**config.mk**
```make
export PLATFORM = sky130hd
export DESIGN_NAME = fir_sym_serial_mac
export DESIGN_NICKNAME = d
export VERILOG_FILES = /design/src/rtl/fir_sym_serial_mac.sv
export SDC_FILE = /design/constraint.sdc
export NUM_CORES = 1
export LEC_CHECK = 0
export BUFFER_PORTS_ARGS = -buffer_cell sky130_fd_sc_hd__buf_2
export CORE_MARGIN = 2
export CORE_UTILIZATION = 65
export DETAILED_ROUTE_END_ITERATION = 8
export PLACE_DENSITY = 0.9
export REMOVE_ABC_BUFFERS = 1
export SYNTH_ARGS = -nofsm -noshare
export SYNTH_HDL_FRONTEND = slang
export SYNTH_SLANG_ARGS = --single-unit
export TNS_END_PERCENT = 1
```
**constraint.sdc**
```tcl
create_clock -name CLK_Filter -period 20.4 [get_ports CLK_Filter]
set_input_delay 6.12 -clock CLK_Filter [delete_from_list [all_inputs] [get_ports CLK_Filter]]
set_output_delay 6.12 -clock CLK_Filter [all_outputs]
set_load 0.01 [all_outputs]
```
**src/rtl/fir_sym_serial_mac.sv**
```systemverilog
// Purpose : symmetric (linear-phase) FIR, folded delay line, one shared MAC per clock.
// Latency : out_valid pulses in the cycle after edge E0+H+1 (12 edges for NTAPS=22).
// Backpressure: in_ready is high only in IDLE; one accepted sample per H+2 cycles at most.
// Ports:
//   CLK_Filter, rst_n (sync, active-low)     clock and reset
//   in_valid/in_ready/in_data                 sample handshake (unsigned DATA_W)
//   flush                                     clear history and abort the current sample
//   coef_we/coef_addr/coef_wdata              coefficient load, honoured only in IDLE
//   out_valid/out_data/out_sat                one-cycle result pulse, data/sat held between pulses
module fir_sym_serial_mac #(
  parameter int DATA_W    = 8,
  parameter int COEF_W    = 8,
  parameter int NTAPS     = 22,
  parameter int OUT_W     = 20,
  parameter int OUT_SHIFT = 0,
  localparam int H        = NTAPS / 2,
  localparam int ADDR_W   = (H > 1) ? $clog2(H) : 1
) (
  input  logic              CLK_Filter,
  input  logic              rst_n,
  input  logic              in_valid,
  output logic              in_ready,
  input  logic [DATA_W-1:0] in_data,
  input  logic              flush,
  input  logic              coef_we,
  input  logic [ADDR_W-1:0] coef_addr,
  input  logic [COEF_W-1:0] coef_wdata,
  output logic              out_valid,
  output logic [OUT_W-1:0]  out_data,
  output logic              out_sat
);

  // idx must be able to hold H after the last MAC edge, even when H is a power of two.
  localparam int IDX_W  = $clog2(H + 1);
  localparam int TAP_W  = $clog2(NTAPS);
  localparam int PROD_W = DATA_W + 1 + COEF_W;
  localparam int ACC_W  = DATA_W + 1 + COEF_W + $clog2(H);
  localparam int SAT_W  = (ACC_W > OUT_W) ? ACC_W : OUT_W;
  localparam logic [SAT_W-1:0] SAT_MAX = SAT_W'((64'd1 << OUT_W) - 64'd1);

  typedef enum logic [1:0] {
    S_IDLE,
    S_MAC,
    S_DONE
  } state_t;

  state_t             state_q, state_d;
  logic [IDX_W-1:0]   idx_q, idx_d;
  logic [ACC_W-1:0]   acc_q, acc_d;
  logic [DATA_W-1:0]  x_q [NTAPS];
  logic [DATA_W-1:0]  x_d [NTAPS];
  logic [COEF_W-1:0]  c_q [H];
  logic [COEF_W-1:0]  c_d [H];
  logic               out_valid_q, out_valid_d;
  logic [OUT_W-1:0]   out_data_q, out_data_d;
  logic               out_sat_q, out_sat_d;

  logic [TAP_W-1:0]   tap_lo;
  logic [TAP_W-1:0]   tap_hi;
  logic [COEF_W-1:0]  coef_sel;
  logic [DATA_W:0]    pair_sum;
  logic [PROD_W-1:0]  prod;
  logic [SAT_W-1:0]   shifted;
  logic               clip;
  logic               coef_addr_ok;

  assign in_ready  = (state_q == S_IDLE);
  assign out_valid = out_valid_q;
  assign out_data  = out_data_q;
  assign out_sat   = out_sat_q;

  // Folded tap pair: x[idx] and its mirror x[N-1-idx] share coefficient c[idx].
  always_comb begin
    tap_lo   = TAP_W'(idx_q);
    tap_hi   = TAP_W'(NTAPS - 1) - tap_lo;
    // idx reaches H once the last MAC is done; keep the coefficient read in range.
    coef_sel = (idx_q < IDX_W'(H)) ? c_q[idx_q[ADDR_W-1:0]] : '0;
    pair_sum = {1'b0, x_q[tap_lo]} + {1'b0, x_q[tap_hi]};
    prod     = PROD_W'(coef_sel) * PROD_W'(pair_sum);
    shifted  = SAT_W'(acc_q) >> OUT_SHIFT;
    clip     = (shifted > SAT_MAX);
    coef_addr_ok = ({1'b0, coef_addr} < (ADDR_W + 1)'(H));
  end

  always_comb begin
    state_d     = state_q;
    idx_d       = idx_q;
    acc_d       = acc_q;
    x_d         = x_q;
    c_d         = c_q;
    out_valid_d = 1'b0;
    out_data_d  = out_data_q;
    out_sat_d   = out_sat_q;

    if (flush) begin
      // Abort: history and accumulator cleared, coefficients kept, no sample taken.
      for (int i = 0; i < NTAPS; i++) begin
        x_d[i] = '0;
      end
      acc_d   = '0;
      idx_d   = '0;
      state_d = S_IDLE;
    end else begin
      case (state_q)
        S_IDLE: begin
          // A write coincident with an accepted sample is visible to that sample's MACs.
          if (coef_we && coef_addr_ok) begin
            c_d[coef_addr] = coef_wdata;
          end
          if (in_valid) begin
            x_d[0] = in_data;
            for (int i = 1; i < NTAPS; i++) begin
              x_d[i] = x_q[i-1];
            end
            idx_d   = '0;
            acc_d   = '0;
            state_d = S_MAC;
          end
        end
        S_MAC: begin
          acc_d = acc_q + ACC_W'(prod);
          idx_d = idx_q + IDX_W'(1);
          if (idx_q == IDX_W'(H - 1)) begin
            state_d = S_DONE;
          end
        end
        S_DONE: begin
          out_valid_d = 1'b1;
          out_data_d  = clip ? OUT_W'(SAT_MAX) : OUT_W'(shifted);
          out_sat_d   = clip;
          state_d     = S_IDLE;
        end
        default: begin
          state_d = S_IDLE;
        end
      endcase
    end
  end

  always_ff @(posedge CLK_Filter) begin
    if (!rst_n) begin
      state_q     <= S_IDLE;
      idx_q       <= '0;
      acc_q       <= '0;
      out_valid_q <= 1'b0;
      out_data_q  <= '0;
      out_sat_q   <= 1'b0;
      for (int i = 0; i < NTAPS; i++) begin
        x_q[i] <= '0;
      end
      for (int i = 0; i < H; i++) begin
        c_q[i] <= '0;
      end
    end else begin
      state_q     <= state_d;
      idx_q       <= idx_d;
      acc_q       <= acc_d;
      out_valid_q <= out_valid_d;
      out_data_q  <= out_data_d;
      out_sat_q   <= out_sat_d;
      x_q         <= x_d;
      c_q         <= c_d;
    end
  end

endmodule

```
==> impl_metrics.tcl <==
set metrics [dict create \
    die_width_um 168 \
    fin_nets 2114 \
    overflow 0 \
    grt_pass1_vias 14300 \
    ios 48 \
    path_class "flip-flop to flip-flop" \
    synth-seq-cells 313 \
    synth_edf_count 0 \
    hpwl_mm 26.3 \
    gp_congestion 0.871 \
    vias 14500 \
    critPathCaptureType "flip-flop" \
    synth_top_family_by_area "simple AND/OR/NAND/NOR gates" \
    cts_htree_levels 1 \
    maxCapViolCount 0 \
    cts.root.buffer_cell "clkbuf_16" \
    switching_power_uw 283 \
    required_ns 20.85 \
    numCtsBuffers 31 \
    worst-path-max-fanout 51 \
    synth_area_leader_cell "dfxtp_1" \
    post-route-period-util 0.442 \
    rsz0062_at_grt "no" \
    wirelength_mm 41.2 \
    insertion_delay_ns 0.57 \
    postCtsSetupBuffers 0 \
    fmax_mhz 111 \
    cts.repair.resized 0 \
    final_core_util 0.704 \
    avgSynthCellArea_sq_um 8.68 \
    grt_max_degree 110 \
    clk_pin_slew_ns 0.06 \
    clockBufferDepth 3 \
    floorplan.initialDensity 0.656 \
    worstSetupStartpointType "flip-flop" \
    drcViolationCount 0 \
    antenna_found_initial 0 \
    drt_iter0_drc 1401 \
    drive_gt1_frac 0.119 \
    cts_tree "built" \
    synth_fa_ha_area_frac 0.105 \
    synth-async-reset-ratio 0 \
    clock_sinks 313 \
    core_sq_um 26700 \
    n_antenna_cell 0 \
    dieArea_sq_um 28300 \
    relSlewSlack 0.250 \
    synth_compound_area_frac 0.124 \
    drv_slew 0 \
    yosysSeqAreaShare 0.357 \
    swShare 0.223 \
    finalHoldViolations 0 \
    viasPerCell 6.20 \
    ys_warn_count 0 \
    outcome "finished, final reports clean" \
    synthXorXnorAreaFrac 0.00899 \
    row_count 60 \
    seq_power_share 0.485 \
    regArea_sq_um 6270 \
    final_common_cell "nand2_1" \
    cellPowerDensity_nw_per_um2 67.4 \
    syn_inst 2022 \
    postCtsHoldBufs 0 \
    ir_worst_vdd_mv 0.0572 \
    fin_crit_ns 9.01 \
    chipHeight_um 168 \
    hold_ws_ns 0.446 \
    synth.top_cell.area_share 0.357 \
    fin_setup_tns_ns 0 \
    yosysUniqueCellTypes 56 \
    p_int_uw 985 \
    final_area_sq_um 18800 \
    synth_area_leaders "dfxtp_1 (36%), nand2_1 (10%), mux4_2 (9.2%)" \
    multiInputGateArea_sq_um 10300 \
    finalSetupViolations 0 \
    p_total_uw 1270 \
    fill_cells 1832 \
    io_buffers 47 \
    first_pass_iters 7 \
    grt_pass1_wl_mm 68.1 \
    worst_pin_slew_ns 1.12 \
    ant_nets 0 \
    pwr-share-clk 0.472 \
    dpl_cell_area_sq_um 17800 \
    track_usage 0.287 \
    synth_mux_area_frac 0.160 \
    clock_skew_ns 0.0184 \
    final_cell_mix "nand2_1 (486), dfxtp_1 (311), a21oi_1 (219)" \
    power_frac_comb 0.043 \
    synthSimpleGateAreaFrac 0.189 \
    wl_per_cell_um 17.6 \
    synthFlopType "dfxtp_1" \
    area_growth_pct 7.24 \
    synth_area_sq_um 17500 \
    hold_path.class "flip-flop to flip-flop" \
    p_leak_uw 0.00684 \
    crit_arrival_ns 9.46 \
]
## per-stage QoR
stage                     cells  setup WS, ns
after global routing       2338         10.95
after detailed placement   2285         11.64
after global placement     2285         11.82
final                      2338         11.39
after CTS                  2338         11.48
after floorplan            1882          9.63
## critical path: stages, from the launching register on
cell	delay (ns)
dfxtp_4	0.76
buf_4	0.63
buf_4	0.70
mux4_2	0.58
mux2i_1	0.18
nand2_1	0.10
o21ai_0	0.17
o22ai_1	0.14
ha_1	0.43
o21ai_0	0.32
o21ai_0	0.12
a21oi_1	0.19
xor2_1	0.44
nand2b_1	0.19
fa_1	0.43
inv_1	0.09
fa_1	0.43
fa_1	0.49
inv_1	0.06
fa_1	0.53
inv_1	0.04
ha_1	0.38
a211o_1	0.29
a31oi_1	0.22
o21ai_1	0.17
or3_1	0.35
a21o_1	0.17
a32o_1	0.25
## cells in the mapped netlist, types with 3 or more instances
library cell / n
o21ai_0: 63
xor2_1: 8
mux4_2: 72
nor2b_1: 75
nor2_1: 89
nand2_1: 487
and3_1: 4
clkbuf_1: 101
o22ai_1: 22
xnor2_1: 10
a31oi_1: 7
and2_1: 3
fa_1: 58
inv_1: 102
nand3_1: 49
buf_4: 11
or2_2: 7
dfxtp_1: 313
buf_1: 9
mux2i_1: 85
or3_1: 3
mux2_2: 30
nand2b_1: 24
a22oi_1: 8
buf_2: 18
ha_1: 54
nor3_1: 9
a21o_1: 8
a21oi_1: 219
a21boi_0: 33
a21oi_2: 4
o211ai_1: 3
a211oi_1: 3
## flip-flops by register name, summed over array words and instances (netlist names)
signal     flops
acc_q         21
c_q           88
idx_q          4
out_data      20
out_sat        1
out_valid      1
state_q        2
x_q          176
## power groups by stage
stage | clock network [uW] | registers, uW | logic (uW)
floorplan | 0 | 630 | 31.7
global placement | 0 | 629 | 52.1
detailed placement | 0 | 629 | 52.9
CTS | 601 | 615 | 53.3
global route | 628 | 615 | 58.3
finish | 598 | 615 | 54.6
## routing by layer
| layer | GRT usage | up-vias | wire length (um) |
|---|---|---|---|
| met2 | 0.498 | 663 | 20200 |
| li1 | - | 6723 | - |
| met5 | 0 | - | 0 |
| met4 | 0.111 | 0 | 1400 |
| met1 | 0.364 | 6987 | 16300 |
| met3 | 0.0428 | 132 | 3270 |
## final timing paths
kind | startpoint | to | slack, ns | cells after the start
max reg2reg | idx_q[0]$_SDFFE_PP0P_ | acc_q[17]$_SDFFE_PP0P_ | 11.39 | 27
max | idx_q[0]$_SDFFE_PP0P_ | acc_q[17]$_SDFFE_PP0P_ | 11.39 | 27
min reg2reg | out_data[0]$_SDFFE_PN0P_ | out_data[0]$_SDFFE_PN0P_ | 0.45 | 2
min | out_data[0]$_SDFFE_PN0P_ | out_data[0]$_SDFFE_PN0P_ | 0.45 | 2
## layout make-up
class                      count  share of cell area
clock buffer                  41              0.0459
clock inverter                12              0.0104
inverter                     102              0.0204
multi-input combinational   1467               0.549
sequential                   313               0.333
tap                          341              0.0227
timing repair buffer          62              0.0185
## kinds of logic after synthesis
family,count (synthesis)
fa+ha+maj,112
mux,187
flops,313
compound gates,386
buf+inv,242
simple gates,764
xor+xnor,18
(Power assumes the default switching activity.)
